`src/rtl/garage_door_ctrl.sv`:
```
// Garage-door motor FSM: one Activate button, two limit switches, travel timeout.
// Latency: one CLK edge from inputs to UP_M/DN_M (registered Moore outputs, no comb path).
// Backpressure: none; level-sensitive inputs are sampled every cycle. Optional macro GARAGE_OBSTRUCT_EN adds Obstruct.
module garage_door_ctrl #(
    parameter int unsigned TIMEOUT_CYCLES = 4096
) (
    input  logic CLK,
    input  logic RST,
    input  logic Activate,
    input  logic UP_Max,
    input  logic DN_Max,
`ifdef GARAGE_OBSTRUCT_EN
    input  logic Obstruct,
`endif
    output logic UP_M,
    output logic DN_M
);

    // A zero timeout still needs a legal (unused) one-bit counter.
    localparam int unsigned CW = (TIMEOUT_CYCLES == 0) ? 1 : $clog2(TIMEOUT_CYCLES + 1);
    localparam logic [CW-1:0] CNT_MAX = '1;
    localparam logic [CW-1:0] TO_LAST = CW'((TIMEOUT_CYCLES == 0) ? 0 : TIMEOUT_CYCLES - 1);
    localparam bit            TO_EN   = (TIMEOUT_CYCLES != 0);

    typedef enum logic [1:0] {
        IDLE  = 2'b00,
        MV_UP = 2'b01,
        MV_DN = 2'b10
    } state_t;

    state_t          state_q, state_d;
    logic [CW-1:0]   cnt_q, cnt_d;
    logic            up_m_q, dn_m_q;
    logic            obs;
    logic            timeout_hit;
    logic            fault;

`ifdef GARAGE_OBSTRUCT_EN
    assign obs = Obstruct;
`else
    assign obs = 1'b0;
`endif

    assign timeout_hit = TO_EN && (cnt_q == TO_LAST);
    assign fault       = UP_Max && DN_Max;

    // Next-state and travel-counter rules; the unused encoding falls back to IDLE.
    always_comb begin
        state_d = state_q;
        cnt_d   = cnt_q;
        case (state_q)
            IDLE: begin
                if (Activate && !fault) begin
                    if (DN_Max)
                        state_d = MV_UP;
                    else if (!obs)
                        state_d = MV_DN;
                end
            end
            MV_UP: begin
                if (UP_Max || timeout_hit)
                    state_d = IDLE;
            end
            MV_DN: begin
                // An obstruction outranks both the lower limit and the timeout.
                if (obs)
                    state_d = MV_UP;
                else if (DN_Max || timeout_hit)
                    state_d = IDLE;
            end
            default: state_d = IDLE;
        endcase

        if (state_d == IDLE)
            cnt_d = '0;
        else if (state_d != state_q)
            cnt_d = '0;
        else if (cnt_q != CNT_MAX)
            cnt_d = cnt_q + 1'b1;
    end

    // State, counter and Moore output registers; reset stops the motor immediately.
    always_ff @(posedge CLK or negedge RST) begin
        if (!RST) begin
            state_q <= IDLE;
            cnt_q   <= '0;
            up_m_q  <= 1'b0;
            dn_m_q  <= 1'b0;
        end else begin
            state_q <= state_d;
            cnt_q   <= cnt_d;
            up_m_q  <= (state_d == MV_UP);
            dn_m_q  <= (state_d == MV_DN);
        end
    end

    assign UP_M = up_m_q;
    assign DN_M = dn_m_q;

endmodule

```
`config.mk`:
```
export PLATFORM = sky130hd
export DESIGN_NAME = garage_door_ctrl
export DESIGN_NICKNAME = d
export VERILOG_FILES = /design/src/rtl/garage_door_ctrl.sv
export SDC_FILE = /design/constraint.sdc
export NUM_CORES = 1
export LEC_CHECK = 0
export ABC_AREA = 1
export CORE_MARGIN = 3
export CORE_UTILIZATION = 45
export DETAILED_ROUTE_END_ITERATION = 8
export SLEW_MARGIN = 20
export SYNTH_ARGS = -nofsm -noshare
export SYNTH_HDL_FRONTEND = slang
export SYNTH_SLANG_ARGS = --single-unit
```
`constraint.sdc`:
```
create_clock -name CLK -period 1.8 [get_ports CLK]
set_input_delay 0.54 -clock CLK [delete_from_list [all_inputs] [get_ports CLK]]
set_output_delay 0.54 -clock CLK [all_outputs]
set_load 0.05 [all_outputs]
```
# ---- After elaboration in Yosys (flattened, before gate mapping)
# Index checks and enable logic that the tools add are counted.
dict set report word_totals {
  out_inout_bits 2
  wordCells 28
  register_bits 17
  inputBits 5
}
dict set report op_classes {
  n_addsub 1
  n_reduce_logical 8
  n_mux 8
  eq_ne 7
}
# cell n
set op_table {}
lappend op_table {{13-bit two-way mux} 3}
lappend op_table {{13-bit by 1-bit adder with 13-bit output, second input constant} 1}
lappend op_table {{13-bit by 12-bit == test with 1-bit output, second input constant} 1}
lappend op_table {{13-bit != test, second input constant} 1}
lappend op_table {{2-bit two-way mux} 4}
lappend op_table {{2-bit one-hot mux with 3 select lines} 1}
lappend op_table {{2-bit by 1-bit == test with 1-bit output, second input constant} 2}
lappend op_table {{2-bit == test, second input constant} 2}
lappend op_table {{2-bit zero test} 2}
lappend op_table {{3-bit nonzero test} 1}
lappend op_table {{1-bit logical AND} 2}
lappend op_table {{1-bit logical OR} 2}
lappend op_table {{2-bit != test} 1}
lappend op_table {{1-bit zero test} 1}

# ---- Depth between registers and ports, before layout
# Gate-level depths: netlist (run 1).
dict set report depth {
  depth_word 8
  ltp_mapped 9
  depth_no_buf 9
}

# ---- Least setup slack after synthesis (run 1)
# OpenSTA, ideal clock, no wires.
dict set report synth_timing {
  path_kind {reg2reg}
  startpoint {reg cnt_q[0]}
  endpoint {reg cnt_q[3]}
  synth_period_minus_slack_ps 1527
  path_stages_with_launch 9
  setup_slack_ps 273
  t_arrival_ps 1408
  cell_sequence {dfrtp_1 ha_1 nand3_4 nor2_8 nand2_4 a21oi_2 nand2_4 nand2_8 nor2_2}
}
dict set report synth_between {
  elab_chain_len 7
  word_cells_on_any_way 14
}
# element line_no
set synth_lines {}
lappend synth_lines {{start, declared} 32} ;# logic [CW-1:0] cnt_q, cnt_d;
lappend synth_lines {{start signal, assigned} 91} ;# cnt_q <= cnt_d;
lappend synth_lines {{13-bit by 12-bit == test with 1-bit output} 44} ;# assign timeout_hit = TO_EN && (cnt_q == TO_LAST);
lappend synth_lines {{1-bit logical OR (on tied branches)} {68, 61}}
lappend synth_lines {{2-bit two-way mux (on tied branches)} {68, 61}}
lappend synth_lines {{2-bit one-hot mux with 3 select lines} 51} ;# case (state_q)
lappend synth_lines {{2-bit != test} 76} ;# else if (state_d != state_q)
lappend synth_lines {{13-bit two-way mux} 76}
lappend synth_lines {{13-bit two-way mux} 74} ;# if (state_d == IDLE)
# Several ways; a longest one is shown, not always the timed one. The select of a mux whose other input is x is not followed.
# A chain may end at the register's enable or synchronous reset.

# ---- Final worst setup path (run 1)
dict set report layout_timing {
  startpoint {reg cnt_q[0]}
  endpoint {reg cnt_q[5]}
}
# The elaborated chain is that of the path after synthesis.

==> results of run 1 <==
worst reg2reg max path, stage by stage (launching register included):
cell,delay [ns]
dfrtp_1,0.41
ha_1,0.24
nand3_4,0.13
nor2_8,0.20
nand2_4,0.08
a21oi_2,0.20
nand2_4,0.12
nand3_2,0.11
nand2_1,0.07
logic make-up after synthesis:
group	share of synthesized area, %
AND/OR/NAND/NOR	35.80
multiplexers	1.038
XOR/XNOR	8.172
buffers and inverters	5.059
adder cells (fa/ha/maj)	1.297
AO/OA/AOI/OAI	4.540
flip-flops	44.10
cell usage in the layout, fill, tap and decap left out, types with 2 or more instances in the layout:
master           synthesis  final
dfrtp_1                 17     17
nand2_1                 15     15
inv_1                   11     11
nor2_2                   9      9
nor2_1                   7      7
buf_4                    0      7
nand4_1                  6      6
xor2_1                   6      6
clkdlybuf4s50_1          0      4
nand2_4                  3      3
a21oi_2                  2      3
xnor2_1                  3      3
nand3_1                  3      3
clkbuf_4                 0      3
nand3_4                  1      2
inv_2                    2      2
o21ai_0                  2      2
power by group through the flow:
| stage | combinational, µW | clock (µW) | sequential [µW] |
|---|---|---|---|
| floorplan | 88.4 | 0 | 437 |
| global placement | 159 | 0 | 421 |
| detailed placement | 161 | 0 | 422 |
| CTS | 162 | 216 | 414 |
| global route | 177 | 230 | 417 |
| finish | 161 | 207 | 415 |
worst max-delay path by stage:
stage | startpoint | to | slack [ns] | cells past startpoint
after floorplan | cnt_q[0] | cnt_q[3] | 0.27 | 8
after global placement | DN_Max | cnt_q[11] | -0.08 | 8
after detailed placement | UP_Max | cnt_q[5] | -0.19 | 6
after CTS | UP_Max | cnt_q[5] | 0.11 | 6
after global routing | cnt_q[0] | cnt_q[5] | 0.006 | 7
final | cnt_q[0] | cnt_q[5] | 0.14 | 8
cell usage after synthesis (3+ instances only):
master / count
inv_1: 11
nand3_1: 3
nor2_1: 7
dfrtp_1: 17
nand2_1: 15
nor2_2: 9
xnor2_1: 3
xor2_1: 6
nand4_1: 6
nand2_4: 3
what timing repair did:
action,in CTS,in global routing
gates resized for setup,0,2
setup buffers,0,0
endpoints found under the setup margin,0,5
stage by stage:
step,hold WS (ns),setup slack (ns)
2_1_floorplan,0.2444,0.2726
3_3_place_gp,0.5206,-0.07719
3_5_place_dp,0.5378,-0.1928
4_1_cts,0.5645,0.1113
5_1_grt,0.5718,0.005854
6_report,0.5556,0.1398
metal layers:
layer | GRT usage (%) | part of all wire, %
met3 | 3.419 | 3.0
met4 | 5.106 | 1.1
met5 | 0 | 0
met2 | 22.52 | 46
met1 | 20.25 | 50
final cells by class:
cell class / count / area share, %
flip-flops and latches: 17 / 37.65
inverters: 13 / 4.319
repair buffers: 11 / 8.195
clock inverters: 1 / 0.4430
well taps: 27 / 2.990
clock buffers: 3 / 1.993
multi-input cells: 71 / 44.41
registers in the layout (all words and copies together) (netlist names):
register,cells
DN_M,1
state_q,2
cnt_q,13
UP_M,1
==> flow_metrics.py, run 1 <==
metrics = {
    "worst_setup_path": {
        "cpMaxStageDelayCell": "dfrtp_1",
        "worst_path_most_repeated_cell": "nand2_4",
        "required_ns": 1.99,
        "startpoint_type": "flip-flop",
        "cp_top_family": "simple AND/OR/NAND/NOR gates",
        "crit_arrival_ns": 1.85,
        "r2r-start": "cnt_q[0]",
        "crit_chain": "ha_1, nand3_4, nor2_8, nand2_4, a21oi_2, nand2_4, nand3_2, nand2_1",
        "path_max_fanout": 6,
        "crit_type": "reg2reg",
        "r2r_slack_ns": 0.14,
        "cp_num_buf_inv": 0,
        "reg2regPathDepth": 8,
        "r2r_end": "cnt_q[5]",
        "slowest_delay_ns": 0.41,
        "end_kind": "flip-flop",
    },
    "route": {
        "wire_per_inst_um": 11.93,
        "post-route-drc-count": 0,
        "via_per_inst": 5.000,
        "drt_iter0_drc": 12,
        "dr.pass1.iters": 4,
        "ant_nets": 0,
        "routed_wl_um": 1706,
        "vias": 715,
    },
    "global_route": {
        "antenna_found_initial": 0,
        "grt_pass1_wl_um": 2987,
        "track_usage_pct": 14.73,
        "grt_max_degree": 18,
        "grt_pass1_vias": 677,
        "gr-total-overflow": 0,
    },
    "layout": {
        "syn2layout_area_growth_pct": 17.12,
        "fin_area_um2": 1130,
        "multi_input_area_um2": 501.7,
        "nNetsFinal": 123,
        "drive_above_1_share_pct": 29.31,
        "register_area_um2": 425.4,
        "final_util_pct": 56.44,
        "finalNonFillerCells": 143,
        "fill_cells": 192,
        "antenna_cells": 0,
    },
    "pwr": {
        "power_switching_uw": 240.7,
        "intPower_uw": 541.6,
        "seqPwrFrac_pct": 53.0,
        "leakage_uw": 0.0005956,
        "vdd_ir_drop_max_mv": 0.5369,
        "p_sw_share_pct": 30.77,
        "power.density_nw_per_um2": 692.4,
        "clkPwrFrac_pct": 26.4,
        "power_frac_comb_pct": 20.5,
        "power_uw": 782.3,
    },
    "clock_network": {
        "path_clk_slew_ns": 0.10,
        "htree_levels": 1,
        "cts_hold_buf": 0,
        "cts_buffers": 3,
        "cts.sinks": 17,
        "cts_tree": "done",
        "worstSkewPairLatency_ns": 0.29,
        "cts_root_buf": "clkbuf_4",
        "cts_buffer_depth": 2,
    },
    "sta": {
        "tns_ns": 0,
        "hold_violations": 0,
        "slew_headroom_pct": 76.15,
        "period_needed_ns": 1.660,
        "fin_crit_sh_pct": 92.23,
        "worst_pin_slew_ns": 0.3570,
        "setup_viol": 0,
        "fmax_mhz": 602.3,
        "rsz0062_at_grt": "no",
        "skew_ns": 0.001462,
        "drv_slew": 0,
    },
    "die": {
        "io_pins": 7,
        "start_util_pct": 48.19,
        "dieWidth_um": 52.30,
        "fp-row-count": 16,
        "die_h_um": 52.30,
        "core_region_area_um2": 2002,
        "dieArea_um2": 2735,
    },
    "flow_run": {
        "cap_violations": 0,
    },
    "synth": {
        "synth_area_leader_cell": "dfrtp_1",
        "synth_area_leaders": "dfrtp_1 44%, nand2_1 5.8%, nor2_2 5.8%",
        "synthesis.nets": 107,
        "syn_area_per_cell_um2": 9.551,
        "syn_inst": 101,
        "ys_types": 26,
        "netlist.area_leader.share_pct": 44.10,
        "ys_seq_elements": 17,
        "syn_area_um2": 964.7,
        "ys_seq_area_share_pct": 44.10,
        "async_flop_share_pct": 100.0,
        "synth_edf_count": 0,
        "synthFlopType": "dfrtp_1",
        "yosysWarnings": 0,
    },
    "worst_hold_path": {
        "hold_class": "reg2reg",
        "min_from": "cnt_q[6]",
        "min_path_cells": 2,
        "whs_endpoint": "cnt_q[6]",
    },
    "placement": {
        "hpwl_um": 1324,
        "place_area_um2": 1091,
        "io_buffer_count": 6,
        "place_inst": 139,
        "place.gp.congestion": 0.7932,
    },
    "run_status": {
        "status": "finished, final reports clean",
    },
}
(Power assumes the default switching activity.)
==> run 2, diff against run 1 <==
--- a/config.mk
+++ b/config.mk
@@ -8,7 +8,9 @@
 export ABC_AREA = 1
 export CORE_MARGIN = 3
 export CORE_UTILIZATION = 45
+export CTS_CLUSTER_SIZE = 14
 export DETAILED_ROUTE_END_ITERATION = 8
+export PLACE_DENSITY = 0.69
 export SLEW_MARGIN = 20
 export SYNTH_ARGS = -nofsm -noshare
 export SYNTH_HDL_FRONTEND = slang
==> flow_metrics.py, run 2 (same netlist as run 1, synthesis figures left out) <==
metrics = {
    "run_status": {
        "status": "finished, final reports clean",
    },
    "die": {
        "fp-row-count": 16,
        "dieArea_um2": 2735,
        "start_util_pct": 48.19,
        "io_pins": 7,
        "core_region_area_um2": 2002,
        "dieWidth_um": 52.30,
        "die_h_um": 52.30,
    },
    "route": {
        "routed_wl_um": 1645,
        "vias": 693,
        "ant_nets": 0,
        "post-route-drc-count": 0,
        "via_per_inst": 4.846,
        "drt_iter0_drc": 8,
        "wire_per_inst_um": 11.50,
        "dr.pass1.iters": 5,
    },
    "layout": {
        "nNetsFinal": 123,
        "syn2layout_area_growth_pct": 15.82,
        "layout_common_cells": "17 x dfrtp_1, 15 x nand2_1, 11 x inv_1",
        "antenna_cells": 0,
        "fin_area_um2": 1117,
        "final_common_cell": "dfrtp_1",
        "drive_above_1_share_pct": 27.59,
        "finalNonFillerCells": 143,
        "largest_register_ffs": 13,
        "top_regs": "cnt_q (13), state_q (2)",
        "top_register": "cnt_q",
    },
    "worst_hold_path": {
        "hold_class": "reg2reg",
        "whs_endpoint": "cnt_q[11]",
        "min_from": "cnt_q[11]",
        "min_path_cells": 2,
    },
    "worst_setup_path": {
        "end_kind": "flip-flop",
        "slowest_delay_ns": 0.40,
        "cpMaxStageDelayCell": "dfrtp_1",
        "r2r_slack_ns": 0.16,
        "crit_chain": "ha_1, nand3_4, nor2_8, nand2_4, a21oi_2, nand2_4, nand3_2, nand2_1",
        "crit_type": "reg2reg",
        "required_ns": 1.99,
        "r2r_end": "cnt_q[4]",
        "path_max_fanout": 6,
        "r2r-start": "cnt_q[0]",
        "crit_arrival_ns": 1.83,
        "critPathLaunch": "cnt_q[0]",
        "worst_path_most_repeated_cell": "nand2_4",
        "reg2regPathDepth": 8,
        "startpoint_type": "flip-flop",
    },
    "global_route": {
        "grt_max_degree": 18,
        "grt_pass1_wl_um": 2967,
        "track_usage_pct": 15.06,
        "grt_pass1_vias": 690,
        "gr-total-overflow": 0,
        "antenna_found_initial": 0,
    },
    "sta": {
        "fmax_mhz": 608.0,
        "slew_headroom_pct": 76.86,
        "hold_ws_ns": 0.5495,
        "drv_slew": 0,
        "period_needed_ns": 1.645,
        "setup_viol": 0,
        "hold_violations": 0,
        "fin_crit_sh_pct": 91.37,
        "rsz0062_at_grt": "no",
        "worst_pin_slew_ns": 0.3463,
        "skew_ns": 0.002066,
    },
    "placement": {
        "hpwl_um": 1310,
        "place_area_um2": 1091,
        "io_buffer_count": 6,
        "place.gp.congestion": 0.7835,
        "place_inst": 139,
    },
    "pwr": {
        "vdd_ir_drop_max_mv": 0.5061,
        "leakage_uw": 0.0005920,
        "power_uw": 774.3,
        "power.density_nw_per_um2": 693.0,
    },
    "clock_network": {
        "postCtsSetupRepairBufs": 0,
        "cts_root_buf": "clkbuf_4",
        "cts_buffers": 3,
        "worstSkewPairLatency_ns": 0.29,
        "cts_tree": "done",
        "cts_hold_buf": 0,
        "htree_levels": 1,
        "cts_resized": 0,
        "path_clk_slew_ns": 0.09,
        "cts.sinks": 17,
        "cts_buffer_depth": 2,
    },
    "flow_run": {
        "cap_violations": 0,
    },
}
[run 2: how the worst max path moves through the flow]
stage | slack, ns | endpoint
CTS | 0.14 | cnt_q[4]
finish | 0.16 | cnt_q[4]
floorplan | 0.27 | cnt_q[3]
global route | 0.03 | cnt_q[7]
detailed placement | -0.13 | cnt_q[4]
global placement | -0.07 | cnt_q[10]
[run 2: critical path, delay by kind of cell, from the launching register on]
kind,cells,cell delay [ns]
AOI/OAI and AO/OA,1,0.20
adders and majority gates,1,0.24
DFF,1,0.40
and+or+nand+nor,6,0.68
[run 2: routing by layer]
| metal | GRT usage (%) | part of all wire, % | up-vias |
|---|---|---|---|
| met5 | 0 | 0 | - |
| met4 | 10.21 | 3.2 | 0 |
| met3 | 1.709 | 2.1 | 5 |
| met2 | 22.11 | 44 | 7 |
| met1 | 20.54 | 51 | 324 |
| li1 | - | - | 357 |
[run 2: cell type report]
cell class	count	area (µm²)
clock buffers	4	26.28
multi-input cells	71	490.5
flip-flops and latches	17	425.4
inverters	13	48.80
fillers	183	884.6
repair buffers	11	92.59
well taps	27	33.78
[run 2: metrics by stage]
step / util, % / setup TNS (ns) / setup slack (ns)
after floorplan: - / 0 / 0.2726
after global placement: 54.50 / -0.7893 / -0.06750
after detailed placement: 54.50 / -1.266 / -0.1338
after CTS: 55.81 / 0 / 0.1361
after global routing: 55.81 / 0 / 0.02909
final: 55.81 / 0 / 0.1554
[run 2: report_power, final]
part / total, µW / switching [µW] / internal [µW]
Combinational: 158 / 99.5 / 58.5
Sequential: 415 / 15.1 / 400
Clock: 202 / 115 / 86.2
==> run 3, diff against run 2 <==
--- a/config.mk
+++ b/config.mk
@@ -10,8 +10,9 @@
 export CORE_UTILIZATION = 45
 export CTS_CLUSTER_SIZE = 14
 export DETAILED_ROUTE_END_ITERATION = 8
-export PLACE_DENSITY = 0.69
+export PLACE_DENSITY = 0.6
 export SLEW_MARGIN = 20
 export SYNTH_ARGS = -nofsm -noshare
 export SYNTH_HDL_FRONTEND = slang
 export SYNTH_SLANG_ARGS = --single-unit
+export TNS_END_PERCENT = 20
==> results of run 3 <==
The final DEF is identical to that of run 1; final timing and power are the same.
